## config.mk

```make
export PLATFORM = sky130hd
export DESIGN_NAME = pattern_drive_seq
export DESIGN_NICKNAME = d
export VERILOG_FILES = /design/src/rtl/pattern_drive_seq.sv
export SDC_FILE = /design/constraint.sdc
export NUM_CORES = 1
export LEC_CHECK = 0
export CAP_MARGIN = 20
export CORE_AREA = 3 3 115 117
export DETAILED_ROUTE_END_ITERATION = 6
export DIE_AREA = 0 0 118 120
export DONT_BUFFER_PORTS = 1
export GPL_TIMING_DRIVEN = 0
export SLEW_MARGIN = 20
export SYNTH_ARGS = -nofsm -noshare
export SYNTH_HDL_FRONTEND = slang
export SYNTH_SLANG_ARGS = --single-unit
```

## constraint.sdc

```tcl
create_clock -name clk -period 2.8 [get_ports clk]
set_input_delay 0.56 -clock clk [delete_from_list [all_inputs] [get_ports clk]]
set_output_delay 0.56 -clock clk [all_outputs]
set_load 0.005 [all_outputs]
```

## src/rtl/pattern_drive_seq.sv

```systemverilog
// Pattern drive sequencer: turns a pwm phase request into registered p/n/tweak drive words
// from a packed field buffer. Define PATTERN_DEADTIME_EN to insert break-before-make dead time.
//
// state     | meaning
// ----------+-----------------------------------------------
// IDLE      | disabled, all drives off
// HIGH_DEAD | dead time before high phase (macro build only)
// HIGH      | high-driving phase, P fields applied
// LOW_DEAD  | dead time before low phase (macro build only)
// LOW       | low-driving phase, N fields applied
module pattern_drive_seq #(
    parameter int BUFFER_WIDTH = 8,
    parameter int NO_TWEAKS    = 8,
    parameter int NO_BUFS      = 8,
    parameter int DEAD_CYCLES  = 2,
    localparam int SEL_W       = $clog2(NO_BUFS),
    localparam int NF          = 2 + 2 * (2 + NO_TWEAKS)
) (
    input  logic                              clk,
    input  logic                              rst_n,
    input  logic                              enable,
    input  logic                              pwm,
    input  logic [NF*BUFFER_WIDTH-1:0]        field_bus,
    output logic [BUFFER_WIDTH-1:0]           p_drive,
    output logic [BUFFER_WIDTH-1:0]           n_drive,
    output logic [BUFFER_WIDTH-1:0]           tweak_sense,
    output logic [BUFFER_WIDTH-1:0]           tweak_delay,
    output logic [NO_TWEAKS*BUFFER_WIDTH-1:0] tweak_drive,
    output logic [SEL_W-1:0]                  buffer_select,
    output logic [2:0]                        state,
    output logic [15:0]                       edge_count
);

    localparam int F_PDRIVE = 0;
    localparam int F_NDRIVE = 1;
    localparam int F_PSENSE = 2;
    localparam int F_PDELAY = 3;
    localparam int F_PTWEAK = 4;
    localparam int F_NSENSE = 4 + NO_TWEAKS;
    localparam int F_NDELAY = 5 + NO_TWEAKS;
    localparam int F_NTWEAK = 6 + NO_TWEAKS;

    localparam logic [SEL_W-1:0] SEL_MAX = SEL_W'(NO_BUFS - 1);

    if (DEAD_CYCLES < 1 || DEAD_CYCLES > 15) begin : g_dead_range
        $error("DEAD_CYCLES must be in 1..15");
    end

    typedef enum logic [2:0] {
        IDLE      = 3'd0,
        HIGH_DEAD = 3'd1,
        HIGH      = 3'd2,
        LOW_DEAD  = 3'd3,
        LOW       = 3'd4
    } state_t;

    state_t state_q;
    state_t state_nx;
    logic   pwm_q;
    logic   settle_q;
    logic   edge_det;

    logic [BUFFER_WIDTH-1:0]           p_nx;
    logic [BUFFER_WIDTH-1:0]           n_nx;
    logic [BUFFER_WIDTH-1:0]           sense_nx;
    logic [BUFFER_WIDTH-1:0]           delay_nx;
    logic [NO_TWEAKS*BUFFER_WIDTH-1:0] tweak_nx;

`ifdef PATTERN_DEADTIME_EN
    localparam logic [3:0] DEAD_LOAD = 4'(DEAD_CYCLES - 1);
    logic [3:0] dead_cnt;
`endif

    // settle_q masks the stale pwm_q comparison in the first cycle out of reset
    assign edge_det = (pwm != pwm_q) && !settle_q;
    assign state    = state_q;

    always_comb begin
        state_nx = state_q;
        if (!enable) begin
            state_nx = IDLE;
        end else if (state_q == IDLE || edge_det) begin
`ifdef PATTERN_DEADTIME_EN
            state_nx = pwm ? HIGH_DEAD : LOW_DEAD;
`else
            state_nx = pwm ? HIGH : LOW;
`endif
        end
`ifdef PATTERN_DEADTIME_EN
        else if (state_q == HIGH_DEAD && dead_cnt == 4'd0) begin
            state_nx = HIGH;
        end else if (state_q == LOW_DEAD && dead_cnt == 4'd0) begin
            state_nx = LOW;
        end
`endif
    end

    always_comb begin
        p_nx     = '1;
        n_nx     = '0;
        sense_nx = '0;
        delay_nx = '0;
        tweak_nx = '0;
        if (state_nx == HIGH) begin
            p_nx     = field_bus[F_PDRIVE*BUFFER_WIDTH +: BUFFER_WIDTH];
            sense_nx = field_bus[F_PSENSE*BUFFER_WIDTH +: BUFFER_WIDTH];
            delay_nx = field_bus[F_PDELAY*BUFFER_WIDTH +: BUFFER_WIDTH];
            for (int i = 0; i < NO_TWEAKS; i++) begin
                tweak_nx[i*BUFFER_WIDTH +: BUFFER_WIDTH] =
                    field_bus[(F_PTWEAK+i)*BUFFER_WIDTH +: BUFFER_WIDTH];
            end
        end else if (state_nx == LOW) begin
            n_nx     = field_bus[F_NDRIVE*BUFFER_WIDTH +: BUFFER_WIDTH];
            sense_nx = field_bus[F_NSENSE*BUFFER_WIDTH +: BUFFER_WIDTH];
            delay_nx = field_bus[F_NDELAY*BUFFER_WIDTH +: BUFFER_WIDTH];
            for (int i = 0; i < NO_TWEAKS; i++) begin
                tweak_nx[i*BUFFER_WIDTH +: BUFFER_WIDTH] =
                    field_bus[(F_NTWEAK+i)*BUFFER_WIDTH +: BUFFER_WIDTH];
            end
        end
    end

    always_ff @(posedge clk) begin
        if (!rst_n) begin
            state_q       <= IDLE;
            pwm_q         <= pwm;
            settle_q      <= 1'b1;
            p_drive       <= '1;
            n_drive       <= '0;
            tweak_sense   <= '0;
            tweak_delay   <= '0;
            tweak_drive   <= '0;
            buffer_select <= SEL_MAX;
            edge_count    <= 16'd0;
`ifdef PATTERN_DEADTIME_EN
            dead_cnt      <= 4'd0;
`endif
        end else begin
            state_q     <= state_nx;
            pwm_q       <= pwm;
            settle_q    <= 1'b0;
            p_drive     <= p_nx;
            n_drive     <= n_nx;
            tweak_sense <= sense_nx;
            tweak_delay <= delay_nx;
            tweak_drive <= tweak_nx;

            if (state_nx == IDLE) begin
                buffer_select <= SEL_MAX;
            end else if (edge_det) begin
                buffer_select <= '0;
            end else if (buffer_select != SEL_MAX) begin
                buffer_select <= buffer_select + 1'b1;
            end

            if (enable && edge_det) begin
                edge_count <= edge_count + 16'd1;
            end

`ifdef PATTERN_DEADTIME_EN
            // Reload on any fresh entry into a dead state, including edge restarts
            if ((state_nx == HIGH_DEAD || state_nx == LOW_DEAD) &&
                (state_nx != state_q || edge_det)) begin
                dead_cnt <= DEAD_LOAD;
            end else if (dead_cnt != 4'd0) begin
                dead_cnt <= dead_cnt - 4'd1;
            end
`endif
        end
    end

endmodule

```

==> results.json, run 1 <==
{
  "cts-buffers-inserted": 17,
  "synth_seq_cells": 120,
  "synthFlopType": "dfxtp_1",
  "drc_errors": 0,
  "synth-edff-count": 0,
  "p_per_area_mw_per_mm2": 888.2,
  "chipHeight_um": 120,
  "die_x_um": 118,
  "cp_cell_sequence": "o21ai_0, a211o_1, a21oi_1, buf_2, buf_2, a32o_1",
  "pin_count": 298,
  "finalCritPeriodShare": 0.8891,
  "final_util": 0.3968,
  "max_stage_delay_ns": 0.66,
  "cp.arrival_ns": 2.83,
  "overflow": 0,
  "power_mw": 4.393,
  "clk_latency_ns": 0.41,
  "cts_tree": "built",
  "grt_pass1_vias": 3145,
  "finalNetCount": 550,
  "diodes": 0,
  "synth.distinct_cells": 37,
  "wl_per_cell_um": 22.97,
  "worstSetupPathType": "reg2reg",
  "post_cts_buffers": 0,
  "synth_area_mm2": 0.004100,
  "cts_hold_buf": 0,
  "place.gp.congestion": 0.7971,
  "initial_utilization": 0.3289,
  "dieArea_mm2": 0.01416,
  "endpoint_kind": "register",
  "status": "finished, final reports clean",
  "drv_slew": 0,
  "clock_skew_ns": 0.009837,
  "max_freq_mhz": 401.7,
  "maxCapViolations": 0,
  "yosys.area.top_type": "dfxtp_1",
  "required_ns": 3.14,
  "port_buffers": 0,
  "path_clk_slew_ns": 0.05,
  "leakage_nw": 1.728,
  "crit_top_cell": "buf_2",
  "synth_commonest_cells": "dfxtp_1 (120), a32o_1 (80), clkbuf_1 (24), nor2_1 (14), a21oi_1 (12)",
  "worstMarginPinSlew_ns": 0.8528,
  "crit_path_top_delay_cell": "a21oi_1",
  "design.core.area_mm2": 0.01247,
  "grt_usage": 0.1714,
  "yosysSeqAreaShare": 0.5859,
  "period_needed_ns": 2.490,
  "timing.slew.headroom": 0.4315,
  "h-tree-depth": 4,
  "syn_to_final_growth_pct": 20.63,
  "cts.sinks": 120,
  "setup_violations": 0,
  "grt_max_degree": 17,
  "avgSynthCellArea_um2": 11.78,
  "antenna_found_initial": 0,
  "drtPass1Iterations": 4,
  "synthCells": 348,
  "placementRows": 41,
  "synth_nets": 531,
  "crit_path_max_fanout": 10,
  "hp-class": "in2reg",
  "vias": 3179,
  "yosysWarningCount": 0,
  "ir_drop_uv": 339.5,
  "grt_pass1_wl_um": 18440,
  "ant_nets": 0,
  "rsz0062_at_grt": "no",
  "drt_iter0_drc": 184,
  "dpl.hpwl_um": 9671,
  "ctsResizeCount": 0,
  "synth.top_cells.by_area": "dfxtp_1 (59%), a32o_1 (20%), clkbuf_1 (2.2%)",
  "cp-start-kind": "register",
  "drive_gt1_frac": 0.1079,
  "detail_route.vias_per_cell": 5.759,
  "synth_top_area_frac": 0.5859,
  "cp_top_family": "compound AO/OA/AOI/OAI gates",
  "async_flop_share": 0,
  "cp.buffers_inverters": 2,
  "wirelength_um": 12680,
  "synth_most_common_cell": "dfxtp_1",
  "hold_viol": 0,
  "cts_buffer_depth": 2,
  "root_buffer": "clkbuf_16",
  "setup_tns_ns": 0,
  "fillCellCount": 1239
}
[cell type report]
cell class                      count  area [um^2]  area share
Buffer                             33        143.9     0.02909
Clock buffer                       21        460.4     0.09309
Clock inverter                     11        170.2     0.03440
Inverter                            3        11.26    0.002277
Multi-Input combinational cell    192         1543      0.3119
Sequential cell                   120         2402      0.4857
Tap cell                          172        215.2     0.04351
[metrics by stage]
stage | std cells | hold slack (ns) | setup WS (ns) | instance area, um^2
CTS | 552 | 0.1500 | 0.2458 | 4946
floorplan | 348 | 0.4682 | 0.7734 | 4100
finish | 552 | 0.1754 | 0.3105 | 4946
global placement | 520 | 0.4959 | 0.1833 | 4315
global route | 552 | 0.1457 | 0.1325 | 4946
detailed placement | 520 | 0.5080 | 0.2031 | 4315
[worst reg2reg max path: cells and delay by family (launching register included)]
family                 cells  cell delay [ns]
AOI/OAI and AO/OA          4             1.30
buffers and inverters      2             0.66
DFF                        1             0.46
[report_power, final]
group / leakage (nW) / switching, mW / internal (mW)
combinational: 0.445 / 0.144 / 0.100
sequential: 0.984 / 0.0609 / 1.80
clock: 0.300 / 0.752 / 1.54
total: 1.73 / 0.957 / 3.44
[flip-flops by register name, indices dropped and copies added, names as in the netlist]
name	count
tweak_drive	64
edge_count	16
n_drive	8
p_drive	8
tweak_delay	8
tweak_sense	8
buffer_select	3
state	3
pwm_q	1
settle_q	1
[cell usage in the layout, fill, tap and decap left out, types with 4 or more instances in the layout]
cell	instances
dfxtp_1	120
a32o_1	80
clkbuf_1	26
clkbuf_16	17
nor2_1	14
a21oi_1	12
and2_1	9
o21ai_0	9
nand3b_1	9
buf_2	7
nand2_1	7
xnor2_1	6
nand3_1	4
or3_1	4
o31ai_1	4
or4_1	4
bufinv_16	4
[path summary, 6_finish.rpt]
check                                            startpoint                           to  slack [ns]  cells past startpoint
worst max register to register          state[2]$_SDFF_PN0_   tweak_drive[47]$_SDFF_PN0_        0.31                      6
worst min register to register  edge_count[15]$_SDFFE_PN0P_  edge_count[15]$_SDFFE_PN0P_        0.52                      2
worst max-delay path                    state[2]$_SDFF_PN0_   tweak_drive[47]$_SDFF_PN0_        0.31                      6
worst min-delay path                                    pwm                pwm_q$_DFF_P_        0.18                      0
[layer usage]
metal / vias to the layer above / routed length (um) / track usage
met5: - / 0 / 0
met4: 0 / 316 / 0.08278
met3: 24 / 1238 / 0.06645
met2: 222 / 6378 / 0.2831
met1: 1530 / 4746 / 0.1948
li1: 1403 / - / -
[cell families after synthesis]
family | synth area share
fa+ha+maj | 0.009156
buf+inv | 0.03784
flops | 0.5859
mux | 0.007324
simple gates | 0.09429
compound gates | 0.2396
xor+xnor | 0.02594
Note: power is estimated with default switching activity, not from simulation.
==> run 2, diff against run 1 <==
==> constraint.sdc (replaced) <==
create_clock -name clk -period 2.8 [get_ports clk]
set_input_delay 0.84 -clock clk [delete_from_list [all_inputs] [get_ports clk]]
set_output_delay 0.84 -clock clk [all_outputs]
set_load 0.005 [all_outputs]
==> results of run 2 <==
Same layout as run 1 (identical final DEF). Status: finished, final reports clean.
Among the figures that moved: setup slack after placement 0.2031 ns -> -0.07690 ns; hold slack 0.1754 ns -> 0.4554 ns
==> run 3, diff against run 2 <==
--- a/config.mk
+++ b/config.mk
@@ -7,10 +7,13 @@
 export LEC_CHECK = 0
 export CAP_MARGIN = 20
 export CORE_AREA = 3 3 115 117
+export CTS_BUF_LIST = sky130_fd_sc_hd__clkbuf_8
 export DETAILED_ROUTE_END_ITERATION = 6
 export DIE_AREA = 0 0 118 120
 export DONT_BUFFER_PORTS = 1
 export GPL_TIMING_DRIVEN = 0
+export HOLD_SLACK_MARGIN = 0.12
+export SKIP_CTS_REPAIR_TIMING = 1
 export SLEW_MARGIN = 20
 export SYNTH_ARGS = -nofsm -noshare
 export SYNTH_HDL_FRONTEND = slang
==> run 3 against run 2 <==
Compared with the run above:
- sequential power about the same
- largest power group is now sequential cells
- critical endpoint unchanged
- total power shrank 14%
- hold slack lost 0.020 ns
==> results.json, run 3 (synthesis results as in run 1) <==
{
  "h-tree-depth": 4,
  "root_buffer": "clkbuf_8",
  "setup_tns_ns": 0,
  "cp.arrival_ns": 2.84,
  "cts_buffer_depth": 2,
  "overflow": 0,
  "status": "finished, final reports clean",
  "initial_utilization": 0.3289,
  "final_common_cell": "dfxtp_1",
  "place_inst": 520,
  "final_util": 0.3814,
  "dpl.hpwl_um": 9671,
  "crit_path_max_fanout": 10,
  "finalCritPeriodShare": 0.8827,
  "grt_pass1_vias": 3123,
  "vias": 3168,
  "hold_viol": 0,
  "worstSetupPathType": "reg2reg",
  "pre_cts_ws_ns": -0.07690,
  "placementRows": 41,
  "cp-start-kind": "register",
  "regMostFlops": "tweak_drive",
  "largest_register_ffs": 64,
  "wl_per_cell_um": 22.91,
  "drv_slew": 0,
  "timing.slew.headroom": 0.4421,
  "drt_iter0_drc": 182,
  "pin_count": 298,
  "clock_skew_ns": 0.009339,
  "fin_ws_ns": 0.3285,
  "die_x_um": 118,
  "max_freq_mhz": 404.6,
  "syn_to_final_growth_pct": 15.96,
  "grt_pass1_wl_um": 18260,
  "clk_latency_ns": 0.43,
  "antenna_found_initial": 0,
  "ant_nets": 0,
  "cts-buffers-inserted": 17,
  "cts.sinks": 120,
  "grt_max_degree": 17,
  "final_cells": 552,
  "wirelength_um": 12650,
  "period_needed_ns": 2.472,
  "hold_depth": 0,
  "dieArea_mm2": 0.01416,
  "finalNetCount": 550,
  "rsz0062_at_grt": "no",
  "drive_gt1_frac": 0.1079,
  "detail_route.vias_per_cell": 5.739,
  "r2r_setup_slack_ns": 0.33,
  "setup_violations": 0,
  "largestRegisters": "tweak_drive (64), edge_count (16)",
  "maxCapViolations": 0,
  "port_buffers": 0,
  "diodes": 0,
  "ir_drop_uv": 391.8,
  "leakage_nw": 1.649,
  "reg2reg_depth": 6,
  "place.gp.congestion": 0.7971,
  "hp-class": "in2reg",
  "chipHeight_um": 120,
  "path_clk_slew_ns": 0.07,
  "cts_tree": "built",
  "final_cell_mix": "dfxtp_1 (120), a32o_1 (80), clkbuf_1 (24)",
  "p_per_area_mw_per_mm2": 797.7,
  "design.core.area_mm2": 0.01247,
  "drtPass1Iterations": 4,
  "drc_errors": 0,
  "grt_usage": 0.1694,
  "endpoint_kind": "register",
  "worstMarginPinSlew_ns": 0.8368,
  "required_ns": 3.16
}
-- run 3: changes by cell type in the layout (fill, tap and decap cells not counted) --
cell	previous run	this run
inv_1	2	4
clkbuf_16	17	0
clkbuf_8	2	19
clkbuf_1	26	24
-- run 3: layout make-up --
type	count	area, um^2
plain buffers	33	143.9
clock buffers	19	261.5
clock inverters	13	177.7
fillers	1255	7711
inverters	3	11.26
multi-input cells	192	1543
flip-flops and latches	120	2402
well taps	172	215.2
-- run 3: stage by stage --
step	power, mW	hold WS (ns)	area, um^2
4_1_cts	3.836	0.3954	4755
5_1_grt	3.941	0.3748	4755
6_report	3.793	0.4354	4755
3_5_place_dp	2.142	0.5080	4315
2_1_floorplan	2.057	0.4682	4100
3_3_place_gp	2.132	0.4959	4315
-- run 3: worst paths after layout --
path                                  to                         from
max reg2reg   tweak_drive[47]$_SDFF_PN0_          state[2]$_SDFF_PN0_
min                        pwm_q$_DFF_P_                          pwm
min reg2reg  edge_count[15]$_SDFFE_PN0P_  edge_count[15]$_SDFFE_PN0P_
max           tweak_drive[47]$_SDFF_PN0_          state[2]$_SDFF_PN0_
-- run 3: power by group --
part,switching (mW),internal (mW),total [mW]
combinational,0.143,0.100,0.243
clock,0.680,1.01,1.69
sequential,0.0605,1.80,1.86
total,0.884,2.91,3.79
-- run 3: per-layer routing --
metal  up-vias  routed length (um)  GRT usage  share of wire
met1      1531                4808     0.1947           0.38
li1       1401                   -          -              -
met4         0                 213    0.05788          0.017
met5         -                   0          0              0
met2       219                6371     0.2821           0.50
met3        17                1253    0.07446          0.099
-- run 3: critical path, cell delays in order (launching register included) --
cell	delay [ns]
dfxtp_1	0.47
o21ai_0	0.15
a211o_1	0.31
a21oi_1	0.65
buf_2	0.38
buf_2	0.27
a32o_1	0.18
==> edit 1 (config.mk and constraints of run 2) <==
Set the parameter `NO_BUFS` to 32 (it was 8).
--- a/src/rtl/pattern_drive_seq.sv
+++ b/src/rtl/pattern_drive_seq.sv
@@ -13,3 +13,3 @@
     parameter int NO_TWEAKS    = 8,
-    parameter int NO_BUFS      = 8,
+    parameter int NO_BUFS      = 32,
     parameter int DEAD_CYCLES  = 2,
Ports: changed (resized buffer_select); port bits go from 298 to 300. No check against the original RTL was run, so the function may have changed too.
==> edit 1 against run 2 <==
  * Area after synthesis grew 0.55%
  * Final cell count increased by 0.72%
  * Wire length increased by 5.5%
  * Design area increased by 0.58%
  * Setup slack better by 0.020 ns
  * Power rose by 1.6%
  * Largest cell class unchanged
  * Non-clock buffer count down 1
  * Count of clock-buffer cells in the layout down 2
  * Sequential cell count is 2 higher
==> edit 1: results (changes against run 2) <==
| Metric | Value |
|---|---|
| Number of iterations in the first detailed-routing pass | `5 (+1)` |
| Largest registers ranked by flip-flop count | `tweak_drive: 64 flops, edge_count: 16 flops` |
| Placed inst area | `4340 um2 (+0.52%)` |
| Antenna diode count | `0 (unchanged)` |
| Area grow syn2layout | `20.7% (about the same)` |
| Fraction of layout cells with a size suffix above 1 | `10.7% (-0.11 points)` |
| Clock root buffer master | `sky130_fd_sc_hd__clkbuf_16` |
| Arrival time at the worst endpoint | `2.82 ns (about the same)` |
| Inserted Clock Buffers | `17 (unchanged)` |
| First DRT Iteration DRCs | `161 (-13%)` |
| CTS Buffer Depth | `2 (unchanged)` |
| Min-Delay Path Class | `in -> reg` |
| Leak | `1.81 nW (+4.4%)` |
| DP Wirelength | `10.1 mm (+4.5%)` |
| Nets in the synthesized netlist | `535 (+0.75%)` |
| Vias in the first global route | `3147 (+0.064%)` |
| Layout fillers | `1231 (-0.65%)` |
| Maximum VDD drop | `0.488 mV (+44%)` |
| Post-synthesis xor/xnor area fraction | `2.76% (+0.17 points)` |
| Post-layout nets | `554 (+0.73%)` |
| Routed wirelength normalized by instance count | `24.1 um (+4.7%)` |
| Placer congestion estimate | `0.793 (-0.53%)` |
| Maximum fanout count along the critical path | `10 (unchanged)` |
| Maximum single-stage delay on the critical path | `0.71 ns (+0.05 ns)` |
| Cell family with most CP delay | `buffers and inverters` |
| Number of unique standard cell types used by synthesis | `36 (-2.7%)` |
| Top cells by count, synth | `sky130_fd_sc_hd__dfxtp_1, sky130_fd_sc_hd__a32o_1, sky130_fd_sc_hd__clkbuf_1` |
| Mean number of vias per cell | `5.66 (-1.8%)` |
| Clock slew at the register clock pins of the worst setup and hold paths | `0.06 ns` |
| Global-route wire length before repair | `19.0 mm (+2.9%)` |
| Status | `finished, final reports clean` |
| Mux cell area share after synthesis | `0.971% (+0.24 points)` |
| Synth Area in Compound Gates | `22.5% (-1.5 points)` |
| GRT Util Overall | `18.1% (+0.93 points)` |
| Cells taking the most area after synthesis | `sky130_fd_sc_hd__dfxtp_1, sky130_fd_sc_hd__a32o_1, sky130_fd_sc_hd__clkbuf_1` |
| Antenna violations before repair | `0 (unchanged)` |
| Critical-path cell with the highest stage delay | `sky130_fd_sc_hd__clkbuf_1` |
| Most used flip-flop cell after synthesis | `sky130_fd_sc_hd__dfxtp_1` |
| Post-CTS Resized | `0 (unchanged)` |
| Layout Skew | `0.0137 ns (+0.00390 ns)` |
| Actual slew at the worst max-slew pin | `0.908 ns (+0.0556 ns)` |
| Sequential element share of the synthesized area | `59.2% (+0.65 points)` |
| Post-synthesis adder-cell area fraction | `0.910% (-0.0050 points)` |
[edit 1: cells by family after synthesis]
family | count (synthesis)
AOI/OAI and AO/OA | 102
xor gates and xnor gates | 13
adders and majority gates | 3
buffers and inverters | 35
DFF | 122
muxes | 4
and+or+nand+nor | 73
[edit 1: worst paths after layout]
check	end	cells after the start	start	slack, ns
worst min-delay path	pwm_q	0	pwm	0.46
worst max register to register	tweak_drive[46]	7	state[2]	0.33
worst max-delay path	tweak_drive[46]	7	state[2]	0.33
worst min register to register	edge_count[15]	2	edge_count[15]	0.50
[edit 1: final cells by class]
cell class | instances | area share [%]
well taps | 172 | 4.33
plain buffers | 32 | 2.64
multi-input cells | 195 | 30.9
clock buffers | 19 | 8.90
inverters | 3 | 0.226
flip-flops and latches | 122 | 49.1
clock inverters | 13 | 3.90
[edit 1: routing by layer]
| metal | vias to the layer above | part of all wire [%] | track usage, % |
|---|---|---|---|
| li1 | 1401 | - | - |
| met1 | 1521 | 38 | 20.3 |
| met2 | 205 | 51 | 30.5 |
| met3 | 18 | 9.2 | 7.45 |
| met4 | 0 | 2.2 | 7.40 |
| met5 | - | 0 | 0 |
[edit 1: through the flow]
stage | std cells | hold slack [ns] | setup slack (ns)
detailed placement | 524 | 0.499 | -0.125
global route | 556 | 0.432 | 0.107
finish | 556 | 0.461 | 0.331
CTS | 556 | 0.435 | 0.285
floorplan | 352 | 0.468 | 0.571
global placement | 524 | 0.490 | -0.119
[edit 1: where the power goes]
group          switching (W)  total (W)  internal, W  leakage, nW
logic               0.000154   0.000259     0.000105        0.513
clock network       0.000799    0.00232      0.00152        0.296
registers          0.0000625    0.00188      0.00182        0.996
==> edit 2 (settings of run 2) <==
Made on the original files. Register the input `field_bus` before use. The logic sees it one clock later. The other inputs are not delayed to match.
--- a/src/rtl/pattern_drive_seq.sv
+++ b/src/rtl/pattern_drive_seq.sv
@@ -43,2 +43,8 @@
     localparam logic [SEL_W-1:0] SEL_MAX = SEL_W'(NO_BUFS - 1);
+
+    logic [NF*BUFFER_WIDTH-1:0] field_bus_q;
+
+    always_ff @(posedge clk) begin
+        field_bus_q <= field_bus;
+    end
 
@@ -104,16 +110,16 @@
         if (state_nx == HIGH) begin
-            p_nx     = field_bus[F_PDRIVE*BUFFER_WIDTH +: BUFFER_WIDTH];
-            sense_nx = field_bus[F_PSENSE*BUFFER_WIDTH +: BUFFER_WIDTH];
-            delay_nx = field_bus[F_PDELAY*BUFFER_WIDTH +: BUFFER_WIDTH];
+            p_nx     = field_bus_q[F_PDRIVE*BUFFER_WIDTH +: BUFFER_WIDTH];
+            sense_nx = field_bus_q[F_PSENSE*BUFFER_WIDTH +: BUFFER_WIDTH];
+            delay_nx = field_bus_q[F_PDELAY*BUFFER_WIDTH +: BUFFER_WIDTH];
             for (int i = 0; i < NO_TWEAKS; i++) begin
                 tweak_nx[i*BUFFER_WIDTH +: BUFFER_WIDTH] =
-                    field_bus[(F_PTWEAK+i)*BUFFER_WIDTH +: BUFFER_WIDTH];
+                    field_bus_q[(F_PTWEAK+i)*BUFFER_WIDTH +: BUFFER_WIDTH];
             end
         end else if (state_nx == LOW) begin
-            n_nx     = field_bus[F_NDRIVE*BUFFER_WIDTH +: BUFFER_WIDTH];
-            sense_nx = field_bus[F_NSENSE*BUFFER_WIDTH +: BUFFER_WIDTH];
-            delay_nx = field_bus[F_NDELAY*BUFFER_WIDTH +: BUFFER_WIDTH];
+            n_nx     = field_bus_q[F_NDRIVE*BUFFER_WIDTH +: BUFFER_WIDTH];
+            sense_nx = field_bus_q[F_NSENSE*BUFFER_WIDTH +: BUFFER_WIDTH];
+            delay_nx = field_bus_q[F_NDELAY*BUFFER_WIDTH +: BUFFER_WIDTH];
             for (int i = 0; i < NO_TWEAKS; i++) begin
                 tweak_nx[i*BUFFER_WIDTH +: BUFFER_WIDTH] =
-                    field_bus[(F_NTWEAK+i)*BUFFER_WIDTH +: BUFFER_WIDTH];
+                    field_bus_q[(F_NTWEAK+i)*BUFFER_WIDTH +: BUFFER_WIDTH];
             end
Behaviour: not the same (Yosys sat finds a counterexample within 4 cycles, from zero or initial values and one cycle with rst_n low).
==> edit 2 against run 2 <==
  * Setup slack better by 0.11 ns
  * Sequential power increased by 140%
  * Largest cell class unchanged
  * Wire length up 18%
  * Core utilization is 29 points higher
  * Global-route usage rose by 2.9 points
  * Hold slack got worse by 0.13 ns
  * Sequential share of layout area increased by 20 points
  * Design area increased by 74%
  * Area after synthesis up 82%
  * Power rose by 93%
  * Sequential cell count is 176 higher
==> edit 2: results (changes against run 2) <==
| Metric | Value |
|---|---|
| Status | `finished, final reports clean` |
| Placed inst area | `7670 um2 (+78%)` |
| Antenna violations before repair | `4 (+4)` |
| Maximum VDD drop | `0.649 mV (+91%)` |
| DP Wirelength | `10.9 mm (+13%)` |
| Source of the worst hold timing path | `field_bus[159]` |
| Final Worst Setup Slack | `0.425 ns (+0.115 ns)` |
| Nets in the synthesized netlist | `698 (+31%)` |
| Worst-case hold path end point | `field_bus_q[159]` |
| CTS Buffer Depth | `3 (+1)` |
| Number of non-clock inverters | `2 (-1)` |
| Sequential element share of the synthesized area | `79.5% (+21 points)` |
| Post-route worst hold slack | `0.328 ns (-0.128 ns)` |
| Routed met1 length | `5.14 mm (+8.3%)` |
| Antenna diode count | `1 (+1)` |
| Number of sequential storage elements | `296 (+150%)` |
| Detailed-route wire length | `14.9 mm (+18%)` |
| Top cells by count, synth | `sky130_fd_sc_hd__dfxtp_1, sky130_fd_sc_hd__a22o_1, sky130_fd_sc_hd__nor2_1` |
| Number of clock buffers in the layout | `39 (+86%)` |
| Fraction of layout cells with a size suffix above 1 | `9.57% (-1.2 points)` |
| Wire length on met2 | `7.74 mm (+21%)` |
| Met1 usage | `20.1% (+0.61 points)` |
| Combinational share of power | `2.1% (-3.5 points)` |
| Number of unique standard cell types used by synthesis | `36 (-2.7%)` |
| Layout Skew | `0.0169 ns (+0.00709 ns)` |
| Min-Delay Path Class | `in -> reg` |
| Area grow syn2layout | `15.6%` |
| Cells taking the most area after synthesis | `sky130_fd_sc_hd__dfxtp_1, sky130_fd_sc_hd__a22o_1, sky130_fd_sc_hd__nor2_1` |
| Met3 Use GR | `9.52% (+2.9 points)` |
| First DRT Iteration DRCs | `156 (-15%)` |
| Layout fillers | `903 (-27%)` |
| Pre-CTS setup slack | `-0.0636 ns (+0.0133 ns)` |
| Pin count of the biggest net entering global routing | `16 (-1)` |
| Non-clock buffers, area share | `1.10% (-1.8 points)` |
| Area occupied by registers | `5930 um2 (+150%)` |
| Flop pwr share | `53.7% (+11 points)` |
| Worst-case headroom to the max-slew limit | `54.1% (+11 points)` |
| Detail Route met3 WL | `1.56 mm (+26%)` |
| Worst Setup SP | `state[1]` |
| Largest registers ranked by flip-flop count | `field_bus_q: 176 flops, tweak_drive: 64 flops, edge_count: 16 flops` |
| Area used by multi-input combinational logic | `1430 um2 (-7.5%)` |
| Leak | `3.48 nW (+100%)` |
| End point of the critical path | `tweak_drive[60]` |
| Via count | `3958 (+25%)` |
| Global-route wire length before repair | `21.9 mm (+19%)` |
| Vias in the first global route | `3890 (+24%)` |
| Clock distribution area overhead in the final layout | `11.0% (-1.8 points)` |
| Highest Signal Layer | `met5` |
| Global routing usage on met2 | `36.1% (+7.8 points)` |
[edit 2: through the flow]
stage                     instances  total power, W
after global routing            737         0.00873
after global placement          687         0.00481
final                           737         0.00846
after detailed placement        687         0.00482
after floorplan                 515         0.00474
after CTS                       736         0.00853
[edit 2: critical path: stages (launching register included)]
cell                       delay, ns
sky130_fd_sc_hd__dfxtp_1        0.50
sky130_fd_sc_hd__nor3b_1        0.22
sky130_fd_sc_hd__o21bai_1       0.08
sky130_fd_sc_hd__a21oi_1        0.55
sky130_fd_sc_hd__buf_2          0.32
sky130_fd_sc_hd__buf_1          0.42
sky130_fd_sc_hd__a22o_1         0.23
[edit 2: kinds of logic (layout without fill, tap and decap cells)]
kind of cell	count (synthesis)	after routing	synth area share, %
DFF	296	296	79.5
AOI/OAI and AO/OA	108	108	11.7
and+or+nand+nor	71	71	5.40
buffers and inverters	24	73	1.38
xor gates and xnor gates	10	10	1.17
adders and majority gates	3	3	0.503
muxes	3	3	0.403
other	0	1	0
